<file path="src/rtl/tree_router_nary_if.sv">
// Handshake bundle for tree_router_nary. It carries the flattened per-port
// valid/ready/data channels in both directions and the drop counter.
interface tree_router_nary_if #(
  parameter int WIDTH_PACKET = 14,
  parameter int NUM_CHILD    = 2,
  parameter int DROP_CNT_W   = 8
);
  localparam int NUM_PORTS = NUM_CHILD + 1;

  logic [NUM_PORTS-1:0]              in_valid;
  logic [NUM_PORTS-1:0]              in_ready;
  logic [NUM_PORTS*WIDTH_PACKET-1:0] in_data;
  logic [NUM_PORTS-1:0]              out_valid;
  logic [NUM_PORTS-1:0]              out_ready;
  logic [NUM_PORTS*WIDTH_PACKET-1:0] out_data;
  logic [DROP_CNT_W-1:0]             drop_count;

  modport master (
    output in_valid, in_data, out_ready,
    input  in_ready, out_valid, out_data, drop_count
  );

  modport slave (
    input  in_valid, in_data, out_ready,
    output in_ready, out_valid, out_data, drop_count
  );
endinterface

</file>
<file path="src/rtl/tree_router_nary.sv">
// N-ary tree NoC router: one parent port plus NUM_CHILD child ports. Each input
// has a FIFO, and each output has a round-robin arbiter feeding a one-entry register.
module tree_router_nary #(
  parameter int                WIDTH_PACKET = 14,
  parameter int                NUM_CHILD    = 2,
  parameter int                FIFO_DEPTH   = 4,
  parameter int                ADDR_W       = 3,
  parameter int                DEST_LSB     = 0,
  parameter logic [ADDR_W-1:0] ROUTER_ID    = 3'b000,
  parameter logic [ADDR_W-1:0] ROUTER_MASK  = 3'b110,
  parameter int                DROP_CNT_W   = 8
) (
  input logic               clk,
  input logic               rst_n,
  tree_router_nary_if.slave io_bus
);
  localparam int NUM_PORTS = NUM_CHILD + 1;
  localparam int CSEL_W    = (NUM_CHILD > 1) ? $clog2(NUM_CHILD) : 1;
  localparam int PTR_W     = $clog2(NUM_PORTS);
  localparam int AW        = $clog2(FIFO_DEPTH);
  localparam int CNT_W     = AW + 1;
  localparam int NDROP_W   = $clog2(NUM_PORTS + 1);

  localparam logic [CSEL_W:0]       CHILD_LIM = (CSEL_W + 1)'(NUM_CHILD);
  localparam logic [DROP_CNT_W:0]   DROP_MAX  = {1'b0, {DROP_CNT_W{1'b1}}};

  logic [WIDTH_PACKET-1:0] r_mem [NUM_PORTS][FIFO_DEPTH];
  logic [AW-1:0]           r_rdPtr [NUM_PORTS];
  logic [AW-1:0]           r_wrPtr [NUM_PORTS];
  logic [CNT_W-1:0]        r_count [NUM_PORTS];
  logic [NUM_PORTS-1:0]    r_outValid;
  logic [WIDTH_PACKET-1:0] r_outData [NUM_PORTS];
  logic [PTR_W-1:0]        r_arbPtr [NUM_PORTS];
  logic [DROP_CNT_W-1:0]   r_dropCount;

  logic [NUM_PORTS-1:0]    w_push;
  logic [NUM_PORTS-1:0]    w_pop;
  logic [NUM_PORTS-1:0]    w_full;
  logic [NUM_PORTS-1:0]    w_headValid;
  logic [NUM_PORTS-1:0]    w_drop;
  logic [WIDTH_PACKET-1:0] w_head [NUM_PORTS];
  logic [PTR_W-1:0]        w_target [NUM_PORTS];
  logic [NUM_PORTS-1:0]    w_grantValid;
  logic [PTR_W-1:0]        w_grantIdx [NUM_PORTS];
  logic [NDROP_W-1:0]      w_numDrops;
  logic [DROP_CNT_W:0]     w_dropSum;

  assign io_bus.in_ready   = rst_n ? ~w_full : '0;
  assign io_bus.out_valid  = r_outValid;
  assign io_bus.drop_count = r_dropCount;
  assign w_push            = io_bus.in_valid & io_bus.in_ready;

  // Each FIFO head resolves to exactly one target port, or to a drop.
  for (genvar p = 0; p < NUM_PORTS; p++) begin : g_route
    logic [ADDR_W-1:0] w_dest;
    logic [CSEL_W-1:0] w_idx;
    logic              w_match;
    logic [PTR_W-1:0]  w_tgt;
    logic              w_drp;

    assign w_headValid[p] = (r_count[p] != '0);
    assign w_full[p]      = (r_count[p] == CNT_W'(FIFO_DEPTH));
    assign w_head[p]      = r_mem[p][r_rdPtr[p]];
    assign w_dest         = w_head[p][DEST_LSB +: ADDR_W];
    assign w_match        = (((w_dest ^ ROUTER_ID) & ROUTER_MASK) == '0);
    assign w_idx          = w_dest[CSEL_W-1:0];

    always_comb begin
      w_tgt = '0;
      w_drp = 1'b0;
      if (w_match) begin
        if ({1'b0, w_idx} < CHILD_LIM) w_tgt = PTR_W'(w_idx) + PTR_W'(1);
        else                           w_drp = w_headValid[p];
      end else if (p == 0) begin
        w_drp = w_headValid[p];
      end
    end

    assign w_target[p] = w_tgt;
    assign w_drop[p]   = w_drp;
    assign io_bus.out_data[p*WIDTH_PACKET +: WIDTH_PACKET] = r_outData[p];
  end

  // Round-robin search starting at the output's pointer, wrapping modulo NUM_PORTS.
  always_comb begin : p_arb
    int   v_cand;
    logic v_found;
    v_cand  = 0;
    v_found = 1'b0;
    for (int o = 0; o < NUM_PORTS; o++) begin
      w_grantValid[o] = 1'b0;
      w_grantIdx[o]   = '0;
      v_found         = 1'b0;
      if (!r_outValid[o] || io_bus.out_ready[o]) begin
        for (int k = 0; k < NUM_PORTS; k++) begin
          v_cand = (int'(r_arbPtr[o]) + k) % NUM_PORTS;
          if (!v_found && w_headValid[v_cand] && !w_drop[v_cand] &&
              (w_target[v_cand] == PTR_W'(o))) begin
            v_found       = 1'b1;
            w_grantIdx[o] = PTR_W'(v_cand);
          end
        end
      end
      w_grantValid[o] = v_found;
    end
  end

  always_comb begin
    w_pop = w_drop;
    for (int o = 0; o < NUM_PORTS; o++) begin
      if (w_grantValid[o]) w_pop[w_grantIdx[o]] = 1'b1;
    end
  end

  always_comb begin
    w_numDrops = '0;
    for (int p = 0; p < NUM_PORTS; p++) begin
      w_numDrops = w_numDrops + NDROP_W'(w_drop[p]);
    end
    w_dropSum = {1'b0, r_dropCount} + (DROP_CNT_W + 1)'(w_numDrops);
  end

  always_ff @(posedge clk) begin
    if (!rst_n) begin
      for (int p = 0; p < NUM_PORTS; p++) begin
        r_rdPtr[p] <= '0;
        r_wrPtr[p] <= '0;
        r_count[p] <= '0;
      end
    end else begin
      for (int p = 0; p < NUM_PORTS; p++) begin
        if (w_push[p]) r_wrPtr[p] <= r_wrPtr[p] + AW'(1);
        if (w_pop[p])  r_rdPtr[p] <= r_rdPtr[p] + AW'(1);
        case ({w_push[p], w_pop[p]})
          2'b10:   r_count[p] <= r_count[p] + CNT_W'(1);
          2'b01:   r_count[p] <= r_count[p] - CNT_W'(1);
          default: r_count[p] <= r_count[p];
        endcase
      end
    end
  end

  // Storage needs no reset: the counters alone decide what is visible.
  always_ff @(posedge clk) begin
    for (int p = 0; p < NUM_PORTS; p++) begin
      if (w_push[p]) r_mem[p][r_wrPtr[p]] <= io_bus.in_data[p*WIDTH_PACKET +: WIDTH_PACKET];
    end
  end

  always_ff @(posedge clk) begin
    if (!rst_n) begin
      r_outValid  <= '0;
      r_dropCount <= '0;
      for (int o = 0; o < NUM_PORTS; o++) begin
        r_outData[o] <= '0;
        r_arbPtr[o]  <= '0;
      end
    end else begin
      r_dropCount <= (w_dropSum > DROP_MAX) ? DROP_MAX[DROP_CNT_W-1:0]
                                            : w_dropSum[DROP_CNT_W-1:0];
      for (int o = 0; o < NUM_PORTS; o++) begin
        if (w_grantValid[o]) begin
          r_outValid[o] <= 1'b1;
          r_outData[o]  <= w_head[w_grantIdx[o]];
          r_arbPtr[o]   <= (w_grantIdx[o] == PTR_W'(NUM_PORTS - 1)) ? '0
                                                                    : w_grantIdx[o] + PTR_W'(1);
        end else if (io_bus.out_ready[o]) begin
          r_outValid[o] <= 1'b0;
        end
      end
    end
  end
endmodule

</file>
<file path="src/flat_wrapper.sv">
// flat-port wrapper written by rule: the top's interface ports become plain ports
module tree_router_nary_flat 
#(
  parameter int                WIDTH_PACKET = 14,
  parameter int                NUM_CHILD    = 2,
  parameter int                FIFO_DEPTH   = 4,
  parameter int                ADDR_W       = 3,
  parameter int                DEST_LSB     = 0,
  parameter logic [ADDR_W-1:0] ROUTER_ID    = 3'b000,
  parameter logic [ADDR_W-1:0] ROUTER_MASK  = 3'b110,
  parameter int                DROP_CNT_W   = 8
)
  (clk, rst_n, io_bus_in_valid, io_bus_in_data, io_bus_out_ready, io_bus_in_ready, io_bus_out_valid, io_bus_out_data, io_bus_drop_count);
  tree_router_nary_if #(.WIDTH_PACKET(WIDTH_PACKET), .NUM_CHILD(NUM_CHILD), .DROP_CNT_W(DROP_CNT_W)) io_bus_i ();
  input logic clk;
  input logic rst_n;
  input wire logic [$bits(io_bus_i.in_valid)-1:0] io_bus_in_valid;
  input wire logic [$bits(io_bus_i.in_data)-1:0] io_bus_in_data;
  input wire logic [$bits(io_bus_i.out_ready)-1:0] io_bus_out_ready;
  output wire logic [$bits(io_bus_i.in_ready)-1:0] io_bus_in_ready;
  output wire logic [$bits(io_bus_i.out_valid)-1:0] io_bus_out_valid;
  output wire logic [$bits(io_bus_i.out_data)-1:0] io_bus_out_data;
  output wire logic [$bits(io_bus_i.drop_count)-1:0] io_bus_drop_count;
  assign io_bus_i.in_valid = io_bus_in_valid;
  assign io_bus_i.in_data = io_bus_in_data;
  assign io_bus_i.out_ready = io_bus_out_ready;
  assign io_bus_in_ready = io_bus_i.in_ready;
  assign io_bus_out_valid = io_bus_i.out_valid;
  assign io_bus_out_data = io_bus_i.out_data;
  assign io_bus_drop_count = io_bus_i.drop_count;
  tree_router_nary #(.WIDTH_PACKET(WIDTH_PACKET), .NUM_CHILD(NUM_CHILD), .FIFO_DEPTH(FIFO_DEPTH), .ADDR_W(ADDR_W), .DEST_LSB(DEST_LSB), .ROUTER_ID(ROUTER_ID), .ROUTER_MASK(ROUTER_MASK), .DROP_CNT_W(DROP_CNT_W)) u_core (.clk(clk), .rst_n(rst_n), .io_bus(io_bus_i));
endmodule
</file>
<file path="config.mk">
export PLATFORM = sky130hd
export DESIGN_NAME = tree_router_nary_flat
export DESIGN_NICKNAME = d
export VERILOG_FILES = /design/src/rtl/tree_router_nary_if.sv /design/src/rtl/tree_router_nary.sv /design/src/flat_wrapper.sv
export SDC_FILE = /design/constraint.sdc
export NUM_CORES = 1
export LEC_CHECK = 0
export BUFFER_PORTS_ARGS = -buffer_cell sky130_fd_sc_hd__buf_2
export CORE_MARGIN = 4
export CORE_UTILIZATION = 52
export DETAILED_ROUTE_END_ITERATION = 16
export PLACE_DENSITY = 0.74
export SLEW_MARGIN = 20
export SYNTH_ARGS = -nofsm -noshare
export SYNTH_HDL_FRONTEND = slang
export SYNTH_SLANG_ARGS = --single-unit
export TNS_END_PERCENT = 5
</file>
<file path="constraint.sdc">
create_clock -name clk -period 5.1 [get_ports clk]
set_input_delay 0.255 -clock clk [delete_from_list [all_inputs] [get_ports clk]]
set_output_delay 0.255 -clock clk [all_outputs]
set_load 0.03 [all_outputs]
</file>
# After elaboration in Yosys (flattened, before gate mapping)
# Memory sizes are Yosys's and may differ from the RTL's.
# Index checks and enable logic that the tools add are counted.
[totals]
ramBits = 237
out_inout_bits = 56
in_bits = 50
memories = 6
word_cells = 447
register_bits = 11
[op_classes]
n_bitwise = 44
add_sub_neg = 25
n_div = 9
reduce_logical = 66
n_mux = 238
n_eq_ne = 18
order_cmp = 37
[memory_table]
columns = ["memory", "words", "word_bits", "rd", "rd_clocked_by_memory_dff", "write_ports", "line", "source"]
rows = [
  ["u_core.r_mem", 3, 56, 3, 0, 3, "tree_router_nary.sv:27", "logic [WIDTH_PACKET-1:0] r_mem [NUM_PORTS][FIFO_DEPTH];"],
  ["u_core.r_outData", 3, 14, 3, 0, 3, "tree_router_nary.sv:32", "logic [WIDTH_PACKET-1:0] r_outData [NUM_PORTS];"],
  ["u_core.r_count", 3, 3, 3, 0, 3, "tree_router_nary.sv:30", "logic [CNT_W-1:0] r_count [NUM_PORTS];"],
  ["u_core.r_arbPtr", 3, 2, 3, 0, 3, "tree_router_nary.sv:33", "logic [PTR_W-1:0] r_arbPtr [NUM_PORTS];"],
  ["u_core.r_rdPtr", 3, 2, 3, 0, 3, "tree_router_nary.sv:28", "logic [AW-1:0] r_rdPtr [NUM_PORTS];"],
  ["u_core.r_wrPtr", 3, 2, 3, 0, 3, "tree_router_nary.sv:29", "logic [AW-1:0] r_wrPtr [NUM_PORTS];"],
]
[ops]
columns = ["operator", "count"]
rows = [
  ["$ge 32x3->1 const B", 9],
  ["$lt 32x4->1 const B", 9],
  ["$not 32->32", 9],
  ["$mux 14", 18],
  ["$mod 32x3->32 const B", 6],
  ["$bmux 14 s2", 6],
  ["$mux 56", 3],
  ["$mux 1", 119],
  ["$mod 3x3->32 const B", 3],
  ["$mux 2", 45],
  ["$demux 14 s2", 3],
  ["$mux 3", 13],
  ["$bmux 1 s2", 18],
  ["$bmux 2 s2", 9],
  ["$logic_and 1x1->1", 30],
  ["$ge 3x3->1 const B", 9],
  ["$not 2->3", 9],
  ["$or 1x1->1", 21],
  ["$add 2x1->2 const B", 9],
  ["$eq 2x2->1 const B", 9],
  ["$logic_not 1->1", 18],
  ["$eq 2x1->1 const B", 6],
  ["$add 2x1->3 const B", 3],
  ["$add 2x2->3 const B", 3],
  ["other kinds (21)", 50],
]

# Longest topological paths before layout
# An unclocked memory read counts as a cell.
[logic_depth]
ltp_word = 44
mapped_depth = 21
ltp_nobuf = 20

# Worst setup path after synthesis
# No wires, ideal clock.
[synth_timing]
path_kind = "register -> register"
start = "memory u_core.r_rdPtr[0][1] (netlist name)"
end = "memory u_core.r_count[2][2] (netlist name) (data pin)"
arrival_time_ns = 4.584
required_time_ns = 4.835
path_buffers = 2
synth_period_minus_slack_ns = 4.849
setup_ns = 0.265
slack_ns = 0.251
stages_incl_launch_ff = 18
path_cell_list = "edfxtp_1 -> buf_2 -> mux2_2 -> nor4_2 -> o21ai_1 -> maj3_1 -> nor2_1 -> a211oi_4 -> buf_4 -> ha_1 -> and2_1 -> a211oi_1 -> inv_1 -> ha_1 -> o41ai_1 -> nor2_1 -> a221oi_1 -> a21oi_1"
[synth_lines]
columns = ["element", "line"]
rows = [
  ["start, declared", "tree_router_nary.sv:28"],
  ["end, declared", "tree_router_nary.sv:30"],
]

==> impl_metrics.env <==
export IMPL_cp_arrival_ns=4.93
export IMPL_grt_start_max_net_pins=24
export IMPL_antenna_found_initial=0
export IMPL_end_kind="flip-flop"
export IMPL_diodes=0
export IMPL_drv_slew=0
export IMPL_drive_gt1_share_pct=26.7
export IMPL_numCtsBuffers=26
export IMPL_seq_area_sq_um=7340
export IMPL_ys_warn_count=0
export IMPL_min_period_ns=4.66
export IMPL_rsz0062_at_grt="false"
export IMPL_irDropWorstVdd_v=0.000315
export IMPL_final_nets=989
export IMPL_gp_congestion=0.930
export IMPL_hold_buffers=42
export IMPL_path_clk_slew_ns=0.06
export IMPL_routedWlPerCell_microns=21.2
export IMPL_powerDensity_nw_per_um2=638
export IMPL_tightest_slew_ns=1.12
export IMPL_cp_required_ns=5.37
export IMPL_relSlewSlack_pct=24.9
export IMPL_setup_viol=0
export IMPL_path_max_fanout=16
export IMPL_final_common_cell="edfxtp_1"
export IMPL_n_fill_cell=1540
export IMPL_hold_path_class="input port to flip-flop"
export IMPL_io_buffer_count=105
export IMPL_drt_iter0_drc=717
export IMPL_start_kind="flip-flop"
export IMPL_overflow=0
export IMPL_status="finished clean"
export IMPL_syn_mean_instance_area_sq_um=15.5
export IMPL_p_clk_share_pct=22.1
export IMPL_syn_instance_count=734
export IMPL_power_switching_mw=3.36
export IMPL_fin_setup_tns_ns=0
export IMPL_grt_pass1_vias=6866
export IMPL_grt_pass1_wl_microns=39800
export IMPL_seq_area_frac_synth_pct=64.4
export IMPL_drtPass1Iterations=5
export IMPL_cts_resized=0
export IMPL_cts_tree="built"
export IMPL_htreeDepth=1
export IMPL_die_h_microns=156
export IMPL_synth_edff_count=237
export IMPL_p_int_mw=5.31
export IMPL_multi_input_area_sq_um=3760
export IMPL_drt_wl_total_microns=25300
export IMPL_worst_setup_path_type="flip-flop to flip-flop"
export IMPL_cts_root_buf="clkbuf_16"
export IMPL_std_cell_rows=53
export IMPL_final_cell_mix="edfxtp_1 (237), buf_2 (105), nor2_1 (74)"
export IMPL_power_frac_comb_pct=43.4
export IMPL_die_x_microns=156
export IMPL_initial_core_util_pct=53.6
export IMPL_power_mw=8.67
export IMPL_syn_area_sq_um=11400
export IMPL_clk_latency_ns=0.53
export IMPL_vias_per_cell=5.79
export IMPL_async_flop_share_pct=0
export IMPL_via_count=6915
export IMPL_max_cap_violations=0
export IMPL_clock_skew_ns=0.0169
export IMPL_drc=0
export IMPL_ioPinCount=106
export IMPL_antenna_left=0
export IMPL_swShare_pct=38.7
export IMPL_synth_main_ff_cell="edfxtp_1"
export IMPL_synthToLayoutAreaGrowth_pct=19.2
export IMPL_ctsLongestPathBuffers=3
export IMPL_yosys_cell_types_count=68
export IMPL_seq_power_share_pct=34.6
export IMPL_period_share_pct=91.4
export IMPL_coreArea_sq_um=21300
export IMPL_synth_nets=824
export IMPL_clock_fmax_mhz=214
export IMPL_postCtsSetupBuffers=0
export IMPL_hold_viol_final=0
export IMPL_clock_sinks=248
export IMPL_synth_seq_cells=248
export IMPL_place_hpwl_microns=17800
export IMPL_leakage_nw=5.09
export IMPL_grtUsageTotal_pct=21.2
export IMPL_fp_dieArea_sq_um=24400
==> worst max-delay path: stages, from the launching register on <==
cell and delay, ns:
edfxtp_1 0.43, buf_4 0.30, mux4_2 0.40, inv_1 0.17, o21ai_1 0.14, maj3_1 0.37, nor2_1 0.20, a211oi_4 0.07
buf_4 0.23, ha_1 0.21, and2_1 0.17, a211oi_1 0.34, inv_1 0.09, ha_1 0.22, nor2_1 0.13, nand2_1 0.08
o41ai_1 0.40, buf_4 0.24, nor3_1 0.05, nor2_1 0.10, a21oi_1 0.07
==> power by group through the flow <==
stage	clock, mW	sequential (mW)	combinational [mW]
CTS	1.94	3.00	3.75
floorplan	0	3.31	2.37
finish	1.91	3.00	3.76
detailed placement	0	3.04	3.69
global placement	0	3.03	3.65
global route	2.03	3.03	4.07
==> layout make-up <==
class | instances | area share (%)
Clock buffer | 31 | 4.93
Inverter | 38 | 1.05
Sequential cell | 248 | 54.0
Timing Repair Buffer | 171 | 8.29
Tap cell | 275 | 2.53
Multi-Input combinational cell | 414 | 27.7
Clock inverter | 17 | 1.51
==> metrics by stage <==
stage               util (%)  instance area (sq um)  hold slack (ns)  setup WS, ns  std cells
global route            63.8                  13600            0.155         0.136       1194
CTS                     63.8                  13600            0.117         0.440       1194
finish                  63.8                  13600            0.127         0.437       1194
floorplan                  -                  11400            0.354         0.251        734
global placement        57.8                  12300            0.469         0.699       1104
detailed placement      57.8                  12300            0.473         0.514       1104
==> cell usage after synthesis, types with 2 or more instances <==
master	number	share of area (%)
xnor2_1	6	0.46
a21oi_2	3	0.23
nor3_1	15	0.66
a211oi_1	31	2.0
a21oi_1	17	0.75
o211ai_1	4	0.26
xor2_1	5	0.38
o31ai_1	2	0.13
clkbuf_1	19	0.63
buf_2	7	0.31
buf_1	2	0.066
nor4_2	2	0.22
a21o_1	2	0.13
edfxtp_1	237	62
and2_1	4	0.22
mux2_2	2	0.20
nand3_1	7	0.31
inv_1	35	1.2
fa_1	2	0.35
nand2b_1	6	0.33
o21ai_1	2	0.088
ha_1	38	4.2
and4_1	2	0.15
inv_2	2	0.066
o21ai_0	7	0.31
nand2_1	20	0.66
a31oi_1	3	0.16
nor2_1	74	2.4
and3_1	14	0.77
a211oi_2	13	1.4
o21a_1	4	0.26
nor2b_1	7	0.38
buf_6	5	0.49
nor4_1	5	0.27
dfxtp_1	11	1.9
nand4_1	4	0.22
mux4_2	42	8.3
a21oi_4	2	0.29
mux2i_1	42	3.7
==> registers in the layout, summed over array words and instances, names as in the netlist <==
register and cells:
u_core.r_outData 42, u_core.r_wrPtr 6, u_core.r_rdPtr 6, u_core.io_bus.drop_count 8
u_core.r_count 9, u_core.io_bus.out_valid 3, u_core.r_arbPtr 6, u_core.r_mem 168
==> logic make-up after synthesis <==
family	count (synthesis)	share of synthesized area, %
simple gates	168	7.27
buf+inv	72	2.81
fa+ha+maj	41	4.61
compound gates	108	7.93
mux	86	12.2
flops	248	64.4
xor+xnor	11	0.845
==> per-layer routing <==
layer	share of wire, %	global-route usage (%)	up-vias
met5	0	0	-
met2	47	33.4	244
met1	43	31.1	3440
li1	-	-	3191
met3	6.5	3.69	40
met4	2.6	5.38	0
==> worst paths after layout <==
check                              start                     endpoint  slack [ns]  depth (start not counted)
max reg2reg         u_core.r_rdPtr[0][1]         u_core.r_count[2][2]        0.44                         20
min                  io_bus_out_ready[0]   u_core.io_bus.out_valid[0]        0.13                          3
max                 u_core.r_rdPtr[0][1]         u_core.r_count[2][2]        0.44                         20
min reg2reg  u_core.io_bus.drop_count[7]  u_core.io_bus.drop_count[7]        0.54                          2
Note: power is estimated with default switching activity, not from simulation.
